[src/rtl/rr_mux_arbiter_pkg.sv]
// Shared definitions for the round-robin 4:1 mux arbiter.
//   NUM_REQ     number of requesters sharing the output channel
//   SEL_W       width of the mux select / round-robin pointer
//   state_e     arbiter FSM state encoding
//   onehot_sel  select index -> one-hot grant vector
package rr_mux_arbiter_pkg;

    localparam int NUM_REQ = 4;
    localparam int SEL_W   = 2;

    typedef enum logic {
        ST_IDLE   = 1'b0,
        ST_LOCKED = 1'b1
    } state_e;

    function automatic logic [NUM_REQ-1:0] onehot_sel(input logic [SEL_W-1:0] idx);
        onehot_sel      = '0;
        onehot_sel[idx] = 1'b1;
    endfunction

endpackage

[src/rtl/rr_mux_arbiter_if.sv]
// Requester/downstream bundle for rr_mux_arbiter.
//   req, last, data_in, out_ready   driven by the requester/consumer side
//   grant, sel, out_valid, out_data,
//   out_last, busy                  driven by the arbiter
// master: requester/consumer side; slave: arbiter side.
interface rr_mux_arbiter_if #(
    parameter int DATA_W = 8
);
    import rr_mux_arbiter_pkg::*;

    logic [NUM_REQ-1:0]        req;
    logic [NUM_REQ-1:0]        last;
    logic [NUM_REQ*DATA_W-1:0] data_in;
    logic                      out_ready;
    logic [NUM_REQ-1:0]        grant;
    logic [SEL_W-1:0]          sel;
    logic                      out_valid;
    logic [DATA_W-1:0]         out_data;
    logic                      out_last;
    logic                      busy;

    modport master (
        output req, last, data_in, out_ready,
        input  grant, sel, out_valid, out_data, out_last, busy
    );

    modport slave (
        input  req, last, data_in, out_ready,
        output grant, sel, out_valid, out_data, out_last, busy
    );

endinterface

[src/rtl/rr_mux_arbiter_rr_pick4.sv]
// Combinational rotate-priority encoder for four requesters.
//   req     request vector
//   ptr     requester with highest priority this round
//   winner  first set bit of req searching ptr, ptr+1, ... (mod 4)
//   any     at least one request present
module rr_pick4
    import rr_mux_arbiter_pkg::*;
(
    input  logic [NUM_REQ-1:0] req,
    input  logic [SEL_W-1:0]   ptr,
    output logic [SEL_W-1:0]   winner,
    output logic               any
);

    logic [SEL_W-1:0] idx;

    // Scan from the lowest-priority offset up so the last hit, i.e. the
    // one closest to ptr, is the one that sticks.
    always_comb begin
        winner = ptr;
        idx    = '0;
        for (int k = NUM_REQ - 1; k >= 0; k--) begin
            idx = ptr + SEL_W'(k);
            if (req[idx]) begin
                winner = idx;
            end
        end
    end

    assign any = |req;

endmodule

[src/rtl/rr_mux_arbiter.sv]
// Round-robin arbiter and sequencer for a shared 4:1 mux datapath.
// Picks one of four requesters, locks the grant for a packet (or up to
// MAX_HOLD beats), and forwards that lane through valid/ready.
//   clock    system clock
//   reset_n  asynchronous active-low reset
//   bus      rr_mux_arbiter_if slave modport (requests, lanes, grant, output beat)
// Parameters: DATA_W lane width; MAX_HOLD beats per grant before forced
// release (1..256).
//
// state     | meaning
// ----------+------------------------------------------------------------
// ST_IDLE   | no grant held; arbitrate among req starting at ptr
// ST_LOCKED | grant held for sel; forward lane sel until release
module rr_mux_arbiter
    import rr_mux_arbiter_pkg::*;
#(
    parameter int DATA_W   = 8,
    parameter int MAX_HOLD = 16
) (
    input  logic             clock,
    input  logic             reset_n,
    rr_mux_arbiter_if.slave  bus
);

    // Counter only needs to reach MAX_HOLD-1: release happens on that beat.
    localparam int CNT_W = (MAX_HOLD > 2) ? $clog2(MAX_HOLD) : 1;
    localparam logic [CNT_W-1:0] CNT_LAST = CNT_W'(MAX_HOLD - 1);

    state_e             state_q, state_d;
    logic [NUM_REQ-1:0] grant_q, grant_d;
    logic [SEL_W-1:0]   sel_q,   sel_d;
    logic [SEL_W-1:0]   ptr_q,   ptr_d;
    logic [CNT_W-1:0]   cnt_q,   cnt_d;

    logic [SEL_W-1:0]   pick_winner;
    logic               pick_any;
    logic               locked;
    logic               req_sel;
    logic               last_sel;
    logic               xfer;
    logic               release_c;
    logic [DATA_W-1:0]  lane_sel;

    rr_pick4 u_pick (
        .req    (bus.req),
        .ptr    (ptr_q),
        .winner (pick_winner),
        .any    (pick_any)
    );

    always_comb begin
        lane_sel = '0;
        for (int i = 0; i < NUM_REQ; i++) begin
            if (sel_q == SEL_W'(i)) begin
                lane_sel = bus.data_in[i*DATA_W +: DATA_W];
            end
        end
    end

    assign locked   = (state_q == ST_LOCKED);
    assign req_sel  = bus.req[sel_q];
    assign last_sel = bus.last[sel_q];
    assign xfer     = locked && req_sel && bus.out_ready;

    // Dropping req[sel] releases even with out_ready high: no beat is valid then.
    assign release_c = !req_sel || (xfer && (last_sel || (cnt_q == CNT_LAST)));

    always_comb begin
        state_d = state_q;
        grant_d = grant_q;
        sel_d   = sel_q;
        ptr_d   = ptr_q;
        cnt_d   = cnt_q;
        case (state_q)
            ST_IDLE: begin
                if (pick_any) begin
                    state_d = ST_LOCKED;
                    grant_d = onehot_sel(pick_winner);
                    sel_d   = pick_winner;
                    cnt_d   = '0;
                end
            end
            ST_LOCKED: begin
                if (release_c) begin
                    state_d = ST_IDLE;
                    grant_d = '0;
                    cnt_d   = '0;
                    ptr_d   = sel_q + SEL_W'(1);
                end else if (xfer) begin
                    cnt_d = cnt_q + CNT_W'(1);
                end
            end
            default: begin
                state_d = ST_IDLE;
                grant_d = '0;
                cnt_d   = '0;
            end
        endcase
    end

    always_ff @(posedge clock or negedge reset_n) begin
        if (!reset_n) begin
            state_q <= ST_IDLE;
            grant_q <= '0;
            sel_q   <= '0;
            ptr_q   <= '0;
            cnt_q   <= '0;
        end else begin
            state_q <= state_d;
            grant_q <= grant_d;
            sel_q   <= sel_d;
            ptr_q   <= ptr_d;
            cnt_q   <= cnt_d;
        end
    end

    assign bus.grant     = grant_q;
    assign bus.sel       = sel_q;
    assign bus.busy      = locked;
    assign bus.out_valid = locked && req_sel;
    assign bus.out_last  = locked && last_sel;
    assign bus.out_data  = locked ? lane_sel : '0;

endmodule

[src/flat_wrapper.sv]
// flat-port wrapper written by rule: the top's interface ports become plain ports
module rr_mux_arbiter_flat import rr_mux_arbiter_pkg::*;
#(
    parameter int DATA_W   = 8,
    parameter int MAX_HOLD = 16
)
  (clock, reset_n, bus_req, bus_last, bus_data_in, bus_out_ready, bus_grant, bus_sel, bus_out_valid, bus_out_data, bus_out_last, bus_busy);
  rr_mux_arbiter_if #(.DATA_W(DATA_W)) bus_i ();
  input  logic clock;
  input  logic reset_n;
  input wire logic [$bits(bus_i.req)-1:0] bus_req;
  input wire logic [$bits(bus_i.last)-1:0] bus_last;
  input wire logic [$bits(bus_i.data_in)-1:0] bus_data_in;
  input wire logic [$bits(bus_i.out_ready)-1:0] bus_out_ready;
  output wire logic [$bits(bus_i.grant)-1:0] bus_grant;
  output wire logic [$bits(bus_i.sel)-1:0] bus_sel;
  output wire logic [$bits(bus_i.out_valid)-1:0] bus_out_valid;
  output wire logic [$bits(bus_i.out_data)-1:0] bus_out_data;
  output wire logic [$bits(bus_i.out_last)-1:0] bus_out_last;
  output wire logic [$bits(bus_i.busy)-1:0] bus_busy;
  assign bus_i.req = bus_req;
  assign bus_i.last = bus_last;
  assign bus_i.data_in = bus_data_in;
  assign bus_i.out_ready = bus_out_ready;
  assign bus_grant = bus_i.grant;
  assign bus_sel = bus_i.sel;
  assign bus_out_valid = bus_i.out_valid;
  assign bus_out_data = bus_i.out_data;
  assign bus_out_last = bus_i.out_last;
  assign bus_busy = bus_i.busy;
  rr_mux_arbiter #(.DATA_W(DATA_W), .MAX_HOLD(MAX_HOLD)) u_core (.clock(clock), .reset_n(reset_n), .bus(bus_i));
endmodule
[config.mk]
export PLATFORM = sky130hd
export DESIGN_NAME = rr_mux_arbiter_flat
export DESIGN_NICKNAME = d
export VERILOG_FILES = /design/src/rtl/rr_mux_arbiter_pkg.sv /design/src/rtl/rr_mux_arbiter_if.sv /design/src/rtl/rr_mux_arbiter_rr_pick4.sv /design/src/rtl/rr_mux_arbiter.sv /design/src/flat_wrapper.sv
export SDC_FILE = /design/constraint.sdc
export NUM_CORES = 1
export LEC_CHECK = 0
export ABC_AREA = 0
export CAP_MARGIN = 20
export CORE_UTILIZATION = 35
export DETAILED_ROUTE_END_ITERATION = 8
export PLACE_DENSITY = 0.76
export RECOVER_POWER = 100
export REMOVE_ABC_BUFFERS = 1
export SETUP_SLACK_MARGIN = 0.2
export SYNTH_ARGS = -nofsm -noshare
export SYNTH_HDL_FRONTEND = slang
export SYNTH_SLANG_ARGS = --single-unit
[constraint.sdc]
create_clock -name clock -period 1.77 [get_ports clock]
set_input_delay 0.177 -clock clock [delete_from_list [all_inputs] [get_ports clock]]
set_output_delay 0.177 -clock clock [all_outputs]
set_load 0.05 [all_outputs]
==> results of run 1 <==
-- worst max path at each step --
stage          cells past startpoint               from  slack, ps                   to
6_report                           7  u_core.bus.sel[0]       -410      u_core.cnt_q[3]
2_1_floorplan                      6  u_core.bus.sel[1]      -1440      bus_out_data[0]
4_1_cts                            9  u_core.bus.sel[0]       -360      bus_out_data[5]
3_5_place_dp                       5         bus_req[0]       -290      u_core.cnt_q[3]
5_1_grt                            8  u_core.bus.sel[0]       -450      u_core.cnt_q[2]
3_3_place_gp                       7         bus_req[0]       -230  u_core.bus.grant[3]
-- power by group --
group          switching, W  internal, W
Combinational       0.00206      0.00210
Sequential         0.000140     0.000407
Clock             0.0000964    0.0000874
-- cell families (layout without fill, tap and decap cells) --
logic type,count (synthesis),after routing
AOI/OAI and AO/OA,46,46
and+or+nand+nor,33,33
buffers and inverters,24,129
DFF,13,13
muxes,8,8
adders and majority gates,5,5
-- through the flow --
stage | hold WS [ps] | worst slack (ps) | setup TNS, ps
floorplan | -118.6 | -1442 | -13150
global placement | 511.9 | -231.0 | -2681
detailed placement | 523.6 | -287.8 | -3401
global route | 371.7 | -446.1 | -7799
finish | 343.4 | -410.7 | -6632
CTS | 276.8 | -364.9 | -4881
-- state kept, by name, indices dropped and copies added (netlist names) --
name / cells
u_core.ptr_q: 2
u_core.cnt_q: 4
u_core.bus.grant: 4
u_core.bus.busy: 1
u_core.bus.sel: 2
-- worst register-to-register path: stages, from the launching register on --
cell	delay [ps]
dfrtp_2	470
buf_4	160
buf_6	100
buf_6	110
mux4_2	460
and3_4	200
or4_4	480
a21oi_2	140
-- what timing repair did --
| item | in CTS | in global routing |
|---|---|---|
| setup buffers | 11 | 3 |
| pin swaps | 29 | 3 |
| endpoints found under the setup margin | 26 | 24 |
| resized for setup | 51 | 19 |
-- per-layer routing --
metal  track usage  share of wire  vias to the layer above  routed length (um)
met1        0.2587           0.36                      689                1647
met2        0.5090           0.52                       87                2345
met5             0              0                        -                   0
met4       0.09864          0.029                        0                 133
li1              -              -                      690                   -
met3       0.04615          0.087                       13                 394
-- cells in the final DEF (no fill, tap or decap), drive strengths merged, types with 3 or more instances in the layout --
cell,count
a221oi,7
nand2,12
a211o,8
a21boi,9
o31ai,3
o2bb2ai,3
ha,5
o22ai,3
dfrtp,13
a21oi,3
mux2,3
dlygate4sd2,4
nor2b,4
inv,18
mux2i,4
clkdlybuf4s50,39
o21ai,3
buf,60
clkbuf,5
-- area by class of cell --
cell class,count,area (um^2)
multi-input combinational,92,898.4
clock buffer,4,26.28
tap,44,55.05
sequential,13,326.6
inverter,18,70.07
fill,206,594.3
timing repair buffer,107,1057
==> results.md, run 1 <==
- Die W: 58.34 um
- Share of the synthesized area in the top cell type: 0.2928
- Final setup violation count: 21
- Multiplexer share of the synthesized area: 0.08671
- R2r startpoint: u_core.bus.sel[0]
- Crit-path max cell delay: 480 ps
- R2R setup slack: -410 ps
- Post-synth top cells: inv_1 (18), dfrtp_1 (13), nand2_1 (12)
- Post-synth ARST share: 1.000
- CP Capture Type: flop
- DRC viols: 0
- Share of cells above drive strength 1: 0.4359
- Cell area power density: 2012 nW/um^2
- Die area: 3404 um^2
- Worst path most repeated cell: buf_6
- Clock sinks: 13
- CTS tree: done
- Slowest CP cell: or4_4
- Layout area overhead: 119.0%
- Synth Area in Compound Gates: 0.3221
- Total congestion overflow: 0
- Synth Area per Inst: 8.613 um^2
- Post-synthesis cell type count: 35
- Post-detail-place hpwl: 3040 um
- GPL Wtd Cong: 0.8323
- Number of global-route vias before repair: 1439
- Number of diodes: 0
- Row count: 20
- Lkg Pwr: 1.113 nW
- Largest family of logic cells by synthesized area: compound AO/OA/AOI/OAI gates
- Clock H-tree levels: 1
- Top-count cell post-synth: inv_1
- Number of synthesized flops with an enable pin: 0
- Post-synthesis sequential area ratio: 0.2928
- CP Data Required Time: 1980 ps
- Fin nets: 283
- Synth top area cells: dfrtp_1 (29%), a211o_1 (6.3%), a21boi_0 (6.1%)
- Headroom to the max-slew limit: 0.5966
- Maximum clock frequency: 458.6 MHz
- Final instance area: 2434 um^2
- Largest net degree at the start of global routing: 17
- Finished Layout Cells: 278
- Reg clk slew, reported paths: 80 ps
- Endpoints failing hold: 0
- Clock root buffer: clkbuf_4
- Buf/Inv on CP: 3
- Clk Latency, worst-skew pair: 270 ps
- Total GRT Usage: 0.2551
- Outcome: finished with violations
- Via density: 5.320
- RSZ-0062 raised after global routing: yes
- Io pins: 60
- Failing checks: negative setup slack
- First-pass GRT wire length: 6527 um
- Final Cycle Share: 1.232
- Crit path cell chain: buf_4 > buf_6 > buf_6 > mux4_2 > and3_4 > or4_4 > a21oi_2
- Initial drt markers: 40
- R2R depth: 7
- CP Max Fanout: 4
- Routed length per instance: 16.26 um
- Adder-Cell Fraction of Synth Area: 0.05631
- Tot Pwr: 0.004897 W
- Kind of critical path: reg2reg
- Delay-heaviest family, CP: simple AND/OR/NAND/NOR gates
- Worst reg2reg endpoint: u_core.cnt_q[3]
- XOR/XNOR Fraction of Synth Area: 0
- Drt first pass iters: 4
- Initial antenna violation count: 0
- Total of max-cap violations: 0
- CP Launch Type: flop
- Worst Tran Pin Value: 603.1 ps
- DR vias: 1479
- Worst VDD drop: 0.001144 V
- Port bufs: 59
- Cell Area, Synth: 1111 um^2
- Synth Register Bits: 13
- WP data arrival: 2390 ps
- Clk buf depth: 2
- # placed instances: 260
- Core region area: 3028 um^2
- Antenna-violating nets left: 0
- Final wirelength: 4520 um
- Hold_buf cts: 0
- Die height: 58.34 um
- CTS Buf Count: 3
- Simple-gate portion of the synthesized area: 0.1610
- DP Area: 2069 um^2
- Setup WS post-layout: -410.7 ps
- Setup Skew: 0.4730 ps
- Final core occ: 0.8037
- Initial core utilization: 0.3669
- Cells after Synth: 129
- Top_reg_cell synth: dfrtp_1
- Yosys top cell by area: dfrtp_1
- YS warnings: 0
- Fin. max-slew vios: 0
- Hold Crit Class: in2async
- Final min period: 2181 ps
(Power assumes the default switching activity.)
==> run 2: changes to the inputs <==
--- a/config.mk
+++ b/config.mk
@@ -7,9 +7,10 @@
 export LEC_CHECK = 0
 export ABC_AREA = 0
 export CAP_MARGIN = 20
-export CORE_UTILIZATION = 35
+export CORE_UTILIZATION = 36
+export CTS_BUF_LIST = sky130_fd_sc_hd__clkbuf_4 sky130_fd_sc_hd__clkbuf_8
 export DETAILED_ROUTE_END_ITERATION = 8
-export PLACE_DENSITY = 0.76
+export PLACE_DENSITY = 0.78
 export RECOVER_POWER = 100
 export REMOVE_ABC_BUFFERS = 1
 export SETUP_SLACK_MARGIN = 0.2
==> run 2 against run 1 <==
The run ends with design-rule violations, negative setup slack left. Non-clock buffer count shrank 5. Worst setup slack improved by 19 ps. Clock power rose by 9%. First-iteration DRC count increased to 3.3 times the previous value. Die area shrank 2.7%. Global-route usage is 0.26 points higher. Critical path depth grew 2. Total power fell by 4.0%. Clock-buffer cell count did not move. Maximum frequency rose by 0.87%. Hold slack worse by 7.7 ps. Sequential share of layout area grew 0.67 points.
==> results.md, run 2 (synthesis gave the netlist of run 1 again) <==
- Outcome: finished with violations
- Failing checks: design-rule violations, negative setup slack
- Number of diodes: 0
- Headroom to the max-slew limit: 0.6019
- Total congestion overflow: 0
- Fillers: 158
- Die area: 3313 um^2
- Total of max-cap violations: 0
- Die height: 57.56 um
- Setup WS post-layout: -391.8 ps
- Final min period: 2162 ps
- Die W: 57.56 um
- Fin. max-slew vios: 0
- Clock H-tree levels: 1
- Largest net degree at the start of global routing: 14
- Clk Latency, worst-skew pair: 270 ps
- Antenna-violating nets left: 0
- Initial antenna violation count: 0
- RSZ-0062 raised after global routing: yes
- Most common cell after layout, fill and taps aside: buf_4
- Routed length per instance: 17.68 um
- CP Capture Type: output port
- First-pass GRT wire length: 6603 um
- DRC viols: 10
- Share of cells above drive strength 1: 0.3974
- Lkg Pwr: 1.064 nW
- Busiest grt layer: met2
- Total negative slack: -4624 ps
- Clock root buffer: clkbuf_4
- Number of global-route vias before repair: 1464
- Total GRT Usage: 0.2578
- WP data arrival: 1980 ps
- Post-detail-place hpwl: 2872 um
- Final wirelength: 4597 um
- Met2 usage: 0.4817
- CTS Buf Count: 3
- CP Launch Type: flop
- Io pins: 60
- Final setup violation count: 20
- Fin nets: 278
- Layout area overhead: 107.9%
- CP Max Fanout: 7
- Setup Skew: 4.339 ps
- Worst VDD drop: 0.001091 V
- Hold_buf cts: 0
- Maximum clock frequency: 462.6 MHz
- Worst Tran Pin Value: 599.7 ps
- Initial drt markers: 130
- R2R depth: 6
- Initial core utilization: 0.3927
- CP Data Required Time: 1590 ps
- DR vias: 1469
- Final Cycle Share: 1.221
- Drt first pass iters: 6
- GPL Wtd Cong: 0.7637
- Hold Crit Class: in2async
- Reg clk slew, reported paths: 80 ps
- Endpoints failing hold: 0
- Most frequent cells in the layout: buf_4 (40), clkdlybuf4s50_1 (38), inv_1 (16)
- Cell area power density: 2036 nW/um^2
- Final core occ: 0.8165
- Clock sinks: 13
- Clk buf depth: 2
- Port bufs: 59
- Routing usage on met3: 0.04762
- Kind of critical path: reg2out
- GRT met1 Usage: 0.2966
- Core region area: 2829 um^2
- CTS tree: done
- Via density: 5.650
- Row count: 19
==> run 2: cell types whose count changed in the layout (fill, tap and decap cells not counted), sizes merged <==
cell | previous run | this run
clkdlybuf4s50 | 39 | 38
dlygate4sd2 | 4 | 5
buf | 60 | 54
dlymetal6s2s | 2 | 1
dlygate4sd3 | 1 | 2
clkbuf | 5 | 6
==> run 2: per-stage QoR <==
step                      worst slack, ps  total power (W)  std cells  hold WS (ps)  cell area, um^2
final                              -391.8         0.004703        260         335.7             2310
after global routing               -485.0         0.004927        260         374.4             2310
after CTS                          -311.5         0.004427        256         272.1             2228
after detailed placement           -279.1         0.003913        246         510.9             2046
after global placement             -218.7         0.003839        246         508.2             2046
after floorplan                     -1442         0.002228        123        -118.6             1089
==> run 2: path summary, 6_finish.rpt <==
path | slack [ps] | to | from
worst max-delay path | -390 | bus_out_data[0] | u_core.bus.sel[1]
worst min-delay path | 340 | u_core.bus.grant[2] | reset_n
worst max register to register | -300 | u_core.cnt_q[3] | u_core.bus.sel[0]
worst min register to register | 540 | u_core.bus.grant[3] | u_core.bus.grant[3]
max in group asynchronous | 1050 | u_core.ptr_q[1] | reset_n
min in group clock | 510 | u_core.bus.grant[3] | bus_req[0]
==> run 2: worst max-delay path, stage by stage, from the launching register on <==
cell	delay [ps]
dfrtp_1	410
inv_2	110
ha_2	230
nor2b_4	50
buf_6	140
a221oi_2	290
a211o_1	160
a21boi_2	60
buf_4	140
buf_12	140
==> run 2: power breakdown <==
part / leakage [nW] / internal, W / switching, W / total [W]
sequential: 0.168 / 0.000405 / 0.000119 / 0.000524
combinational: 0.878 / 0.00196 / 0.00202 / 0.00398
clock: 0.0184 / 0.000103 / 0.0000975 / 0.000200
==> run 2: what timing repair did <==
| item | CTS | global route |
|---|---|---|
| pin swaps | 33 | 4 |
| setup endpoints to repair | 26 | 22 |
| buffers inserted | 6 | 4 |
| resized for setup | 38 | 15 |
==> run 2: area by class of cell <==
cell class / count / area, um^2 / share of cell area
timing repair buffer: 102 / 1002 / 0.4339
multi-input combinational: 92 / 845.8 / 0.3662
sequential: 13 / 325.3 / 0.1408
clock buffer: 4 / 30.03 / 0.01300
inverter: 18 / 67.56 / 0.02925
tap: 31 / 38.79 / 0.01679
==> run 2: per-layer routing <==
| layer | share of wire | wire, um |
|---|---|---|
| met5 | 0 | 0 |
| met4 | 0.016 | 75 |
| met3 | 0.089 | 407 |
| met2 | 0.52 | 2368 |
| met1 | 0.38 | 1745 |
==> RTL edit 1, RTL diff (settings of run 2) <==
`DATA_W` is set to 8 in 3 places; all go to 6.
--- a/src/rtl/rr_mux_arbiter_if.sv
+++ b/src/rtl/rr_mux_arbiter_if.sv
@@ -4,7 +4,7 @@
 //   out_last, busy                  driven by the arbiter
 // master: requester/consumer side; slave: arbiter side.
 interface rr_mux_arbiter_if #(
-    parameter int DATA_W = 8
+    parameter int DATA_W = 6
 );
     import rr_mux_arbiter_pkg::*;
 
--- a/src/rtl/rr_mux_arbiter.sv
+++ b/src/rtl/rr_mux_arbiter.sv
@@ -14,7 +14,7 @@
 module rr_mux_arbiter
     import rr_mux_arbiter_pkg::*;
 #(
-    parameter int DATA_W   = 8,
+    parameter int DATA_W   = 6,
     parameter int MAX_HOLD = 16
 ) (
     input  logic             clock,
--- a/src/flat_wrapper.sv
+++ b/src/flat_wrapper.sv
@@ -1,7 +1,7 @@
 // flat-port wrapper written by rule: the top's interface ports become plain ports
 module rr_mux_arbiter_flat import rr_mux_arbiter_pkg::*;
 #(
-    parameter int DATA_W   = 8,
+    parameter int DATA_W   = 6,
     parameter int MAX_HOLD = 16
 )
   (clock, reset_n, bus_req, bus_last, bus_data_in, bus_out_ready, bus_grant, bus_sel, bus_out_valid, bus_out_data, bus_out_last, bus_busy);
Interface: changed (resized bus_data_in and bus_out_data); port bits go from 60 to 50. No check against the original RTL was run, so the function may have changed too.
==> RTL edit 1 against run 2 <==
- the flow finishes with violations (negative setup slack)
- setup slack gained 0.051 ns
- clock power grew 6%
- synthesized area shrank 6.5%
- final area shrank 13%
- global-route usage shrank 2.5 points
- final cell count shrank 9.2%
- sequential cell count is the same
- sequential share of layout area grew 2.2 points
- fmax grew 2.4%
- wire length shrank 24%
- total power shrank 16%
- hold slack lost 0.0089 ns
==> RTL edit 1: results (changes against run 2) <==
setup TNS -4.43 ns (+0.190 ns); filler cell count 197 (+25%); layout cell share with drive strength beyond 1 0.356 (-0.0413); Synth top cells by count inv_1 (17), dfrtp_1 (13), nand2_1 (9); Buffers on Ports 49 (-17%); number of global-route vias before repair 1251 (-15%); Seq/Total Area, Yosys 0.313 (+0.0205); endpoints failing setup 19 (-5.0%); Mapped Cells 119 (-7.8%); fin nets 246 (-12%); failing checks negative setup slack; Slew HR 0.600 (-0.00169); Peak VDD IR 1.85 mV (+70%); post-DR wirelength/cell 14.7 um (-17%); largest net degree at the start of global routing 16 (+2); Final Non-Filler Cells 236 (-9.2%); slowest cell on the critical path mux4_2; first-pass GRT wire length 5710 um (-14%); number of placed cells counting well taps 225 (-8.5%); die area 0.00310 sq mm (-6.3%); Yosys cell types 36 (+2.9%); status complete, but fails checks; Layout Skew 0.00132 ns (-0.00302 ns); DR WL met3 234 um (-43%); crit-path max FO 4 (-3); Initial DRT Pass Iterations 4 (-2); Placer Congestion 0.859 (+12%); Post-DP HPWL 2500 um (-13%); total global-route track usage 0.233 (-0.0252); Worst EP arrival 1.93 ns (-0.05 ns); Iteration-0 DRC Markers 55 (-58%); largest cells by area after synthesis dfrtp_1 (31%), inv_1 (6.1%), ha_1 (6.0%); worst skew pair latency 0.29 ns (+0.02 ns); wire length on met2 1840 um (-22%); Final WS setup -0.341 ns (+0.0506 ns); leakage 0.927 nW (-13%); via/cell ratio 5.31 (-6.0%); Cell Area, Placed 0.00183 sq mm (-10%)
==> RTL edit 1: kinds of logic after synthesis <==
family | share of synthesized area
AOI/OAI and AO/OA | 0.288
and+or+nand+nor | 0.175
buffers and inverters | 0.0723
DFF | 0.313
muxes | 0.0916
adders and majority gates | 0.0602
==> RTL edit 1: final timing paths <==
kind | startpoint | to | cells after the start | slack [ns]
worst max-delay path | u_core.bus.sel[1] | bus_out_valid | 7 | -0.34
worst min-delay path | reset_n | u_core.cnt_q[2] | 1 | 0.33
worst max register to register | u_core.bus.sel[1] | u_core.cnt_q[2] | 8 | -0.28
worst min register to register | u_core.bus.grant[3] | u_core.bus.grant[3] | 2 | 0.54
max in group asynchronous | reset_n | u_core.bus.sel[0] | 1 | 1.02
min in group clock | u_core.bus.grant[3] | u_core.bus.grant[3] | 2 | 0.54
==> RTL edit 1: what timing repair did <==
action,4_1_cts,5_1_grt
gates resized for setup,28,5
setup buffers,6,1
hold buffers,0,0
endpoints found under the setup margin,23,19
pin swaps,21,0
==> RTL edit 1: layer usage <==
layer	vias to the layer above	global-route usage
met5	-	0
met3	7	0.0488
met2	54	0.461
met4	0	0.0536
met1	577	0.246
li1	615	-
==> RTL edit 1: cell type report <==
cell class,count,share of cell area
inverters,17,0.0319
clock buffers,4,0.0150
multi-input cells,86,0.364
well taps,31,0.0194
repair buffers,85,0.406
flip-flops and latches,13,0.163
==> RTL edit 1: power breakdown <==
group | internal, mW | total (mW) | switching [mW] | leakage, nW
Combinational | 1.57 | 3.18 | 1.61 | 0.743
Sequential | 0.407 | 0.536 | 0.129 | 0.166
Clock | 0.103 | 0.212 | 0.109 | 0.0184
==> RTL edit 1: stage by stage <==
stage | worst slack, ns | total power [mW] | util
3_5_place_dp | -0.265 | 3.44 | 0.671
6_report | -0.341 | 3.93 | 0.732
3_3_place_gp | -0.198 | 3.38 | 0.671
2_1_floorplan | -1.37 | 2.02 | -
5_1_grt | -0.449 | 4.14 | 0.732
4_1_cts | -0.333 | 3.88 | 0.725
==> RTL edit 2, RTL diff (settings of run 2) <==
Made on the original files. Make the reset (`reset_n`) synchronous in one clocked block. Comments in the files are not updated.
--- a/src/rtl/rr_mux_arbiter.sv
+++ b/src/rtl/rr_mux_arbiter.sv
@@ -98,7 +98,7 @@
         endcase
     end
 
-    always_ff @(posedge clock or negedge reset_n) begin
+    always_ff @(posedge clock) begin
         if (!reset_n) begin
             state_q <= ST_IDLE;
             grant_q <= '0;
Formal check against the unedited RTL: differs if reset_n is asserted again (counterexample within 4 cycles, from zero or initial values and one cycle with reset_n low); with reset_n held inactive, the same outputs for 10 cycles.
==> RTL edit 2 against run 2 <==
- the flow still finishes with violations (design-rule violations, negative setup slack)
- wire length shrank 12%
- sequential cell count is the same
- synthesized cell count rose by 8.5%
- final area is 4.7% lower
- hold slack better by 0.13 ns
- register-to-register slack better by 0.24 ns
- synthesized area increased by 0.23%
- core utilization is 4.5 points lower
- setup slack gained 0.12 ns
- largest cell class is now multi-input gates
Power is left out: it rests on default switching activity, and per cell area and clock period it moved more than threefold.
==> RTL edit 2: results (changes against run 2) <==
Register Area 265 sq um (-18%); Worst EP arrival 1.87 ns (-0.11 ns); area delta synth->final 97.8%; Yosys cell types 40 (+14%); Signal buffers 85 (-17%); main flop type after synthesis dfxtp_1; GR Layer Usage met1 0.240 (-0.0563); number of placed cells counting well taps 243 (-1.2%); Signal buf overhead 0.403 (-0.0305); number of global-route vias before repair 1357 (-7.3%); status complete, but fails checks; area share of xor/xnor cells in the synthesized design 0.0157 (+0.0157); failing checks design-rule violations, negative setup slack; wire length on met2 2150 um (-9.2%); # DRC 8 (-2); slowest stage delay, CP 0.36 ns (-0.05 ns); fin nets 272 (-2.2%); GR Layer Usage met3 0.0424 (-0.00521); R2R depth 7 (+1); Seq/Total Area, Yosys 0.234 (-0.0591); final wirelength 4030 um (-12%); final-layout clock-cell area share 0.0136 (+0.000635); endpoints failing setup 15 (-25%); Post-Synth Adder-Cell Area 0.0562 (-0.000127); via/cell ratio 5.44 (-3.6%); first-pass GRT wire length 5980 um (-9.4%); Final WS setup -0.276 ns (+0.116 ns); area occupied by multi-input gates 952 sq um (+13%); Slew @ Worst Pin 0.584 ns (-0.0152 ns); M2 GR Usage 0.460 (-0.0216); DR WL met3 297 um (-27%); total global-route track usage 0.233 (-0.0248); Iteration-0 DRC Markers 88 (-32%); Hold Path Class reg -> reg; Final Non-Filler Cells 254 (-2.3%); Avg Cell Area, Syn 7.95 sq um (-7.6%); area fraction in compound gates after synthesis 0.263 (-0.0592); setup TNS -2.46 ns (+2.16 ns); largest net degree at the start of global routing 17 (+3); crit-path max FO 8 (+1); Non-clock inverters 6 (-12); Placer Congestion 0.865 (+13%); Post-DP HPWL 2870 um (about the same)
==> RTL edit 2: cell count changes in the layout (fill, tap and decap cells not counted), sizes merged, moves of 8 or more <==
cell	run 2	this run
buf	54	38
dfrtp	13	0
dfxtp	0	13
inv	18	6
nor2b	4	14
a21oi	3	12
nor2	2	11
a211o	8	0
nor3	2	10
==> RTL edit 2: timing repair <==
action / 4_1_cts / 5_1_grt
buffers inserted: 4 / 3
pin swaps: 7 / 4
setup endpoints to repair: 26 / 22
cloned: 0 / 0
gates resized for setup: 28 / 14
==> RTL edit 2: final timing paths <==
path	from	endpoint	slack, ns
setup / recovery	u_core.bus.sel[1]	bus_out_data[4]	-0.28
hold / removal	u_core.bus.grant[1]	u_core.bus.grant[1]	0.47
setup reg to reg	u_core.bus.sel[0]	u_core.cnt_q[2]	-0.06
hold reg to reg	u_core.bus.grant[1]	u_core.bus.grant[1]	0.47
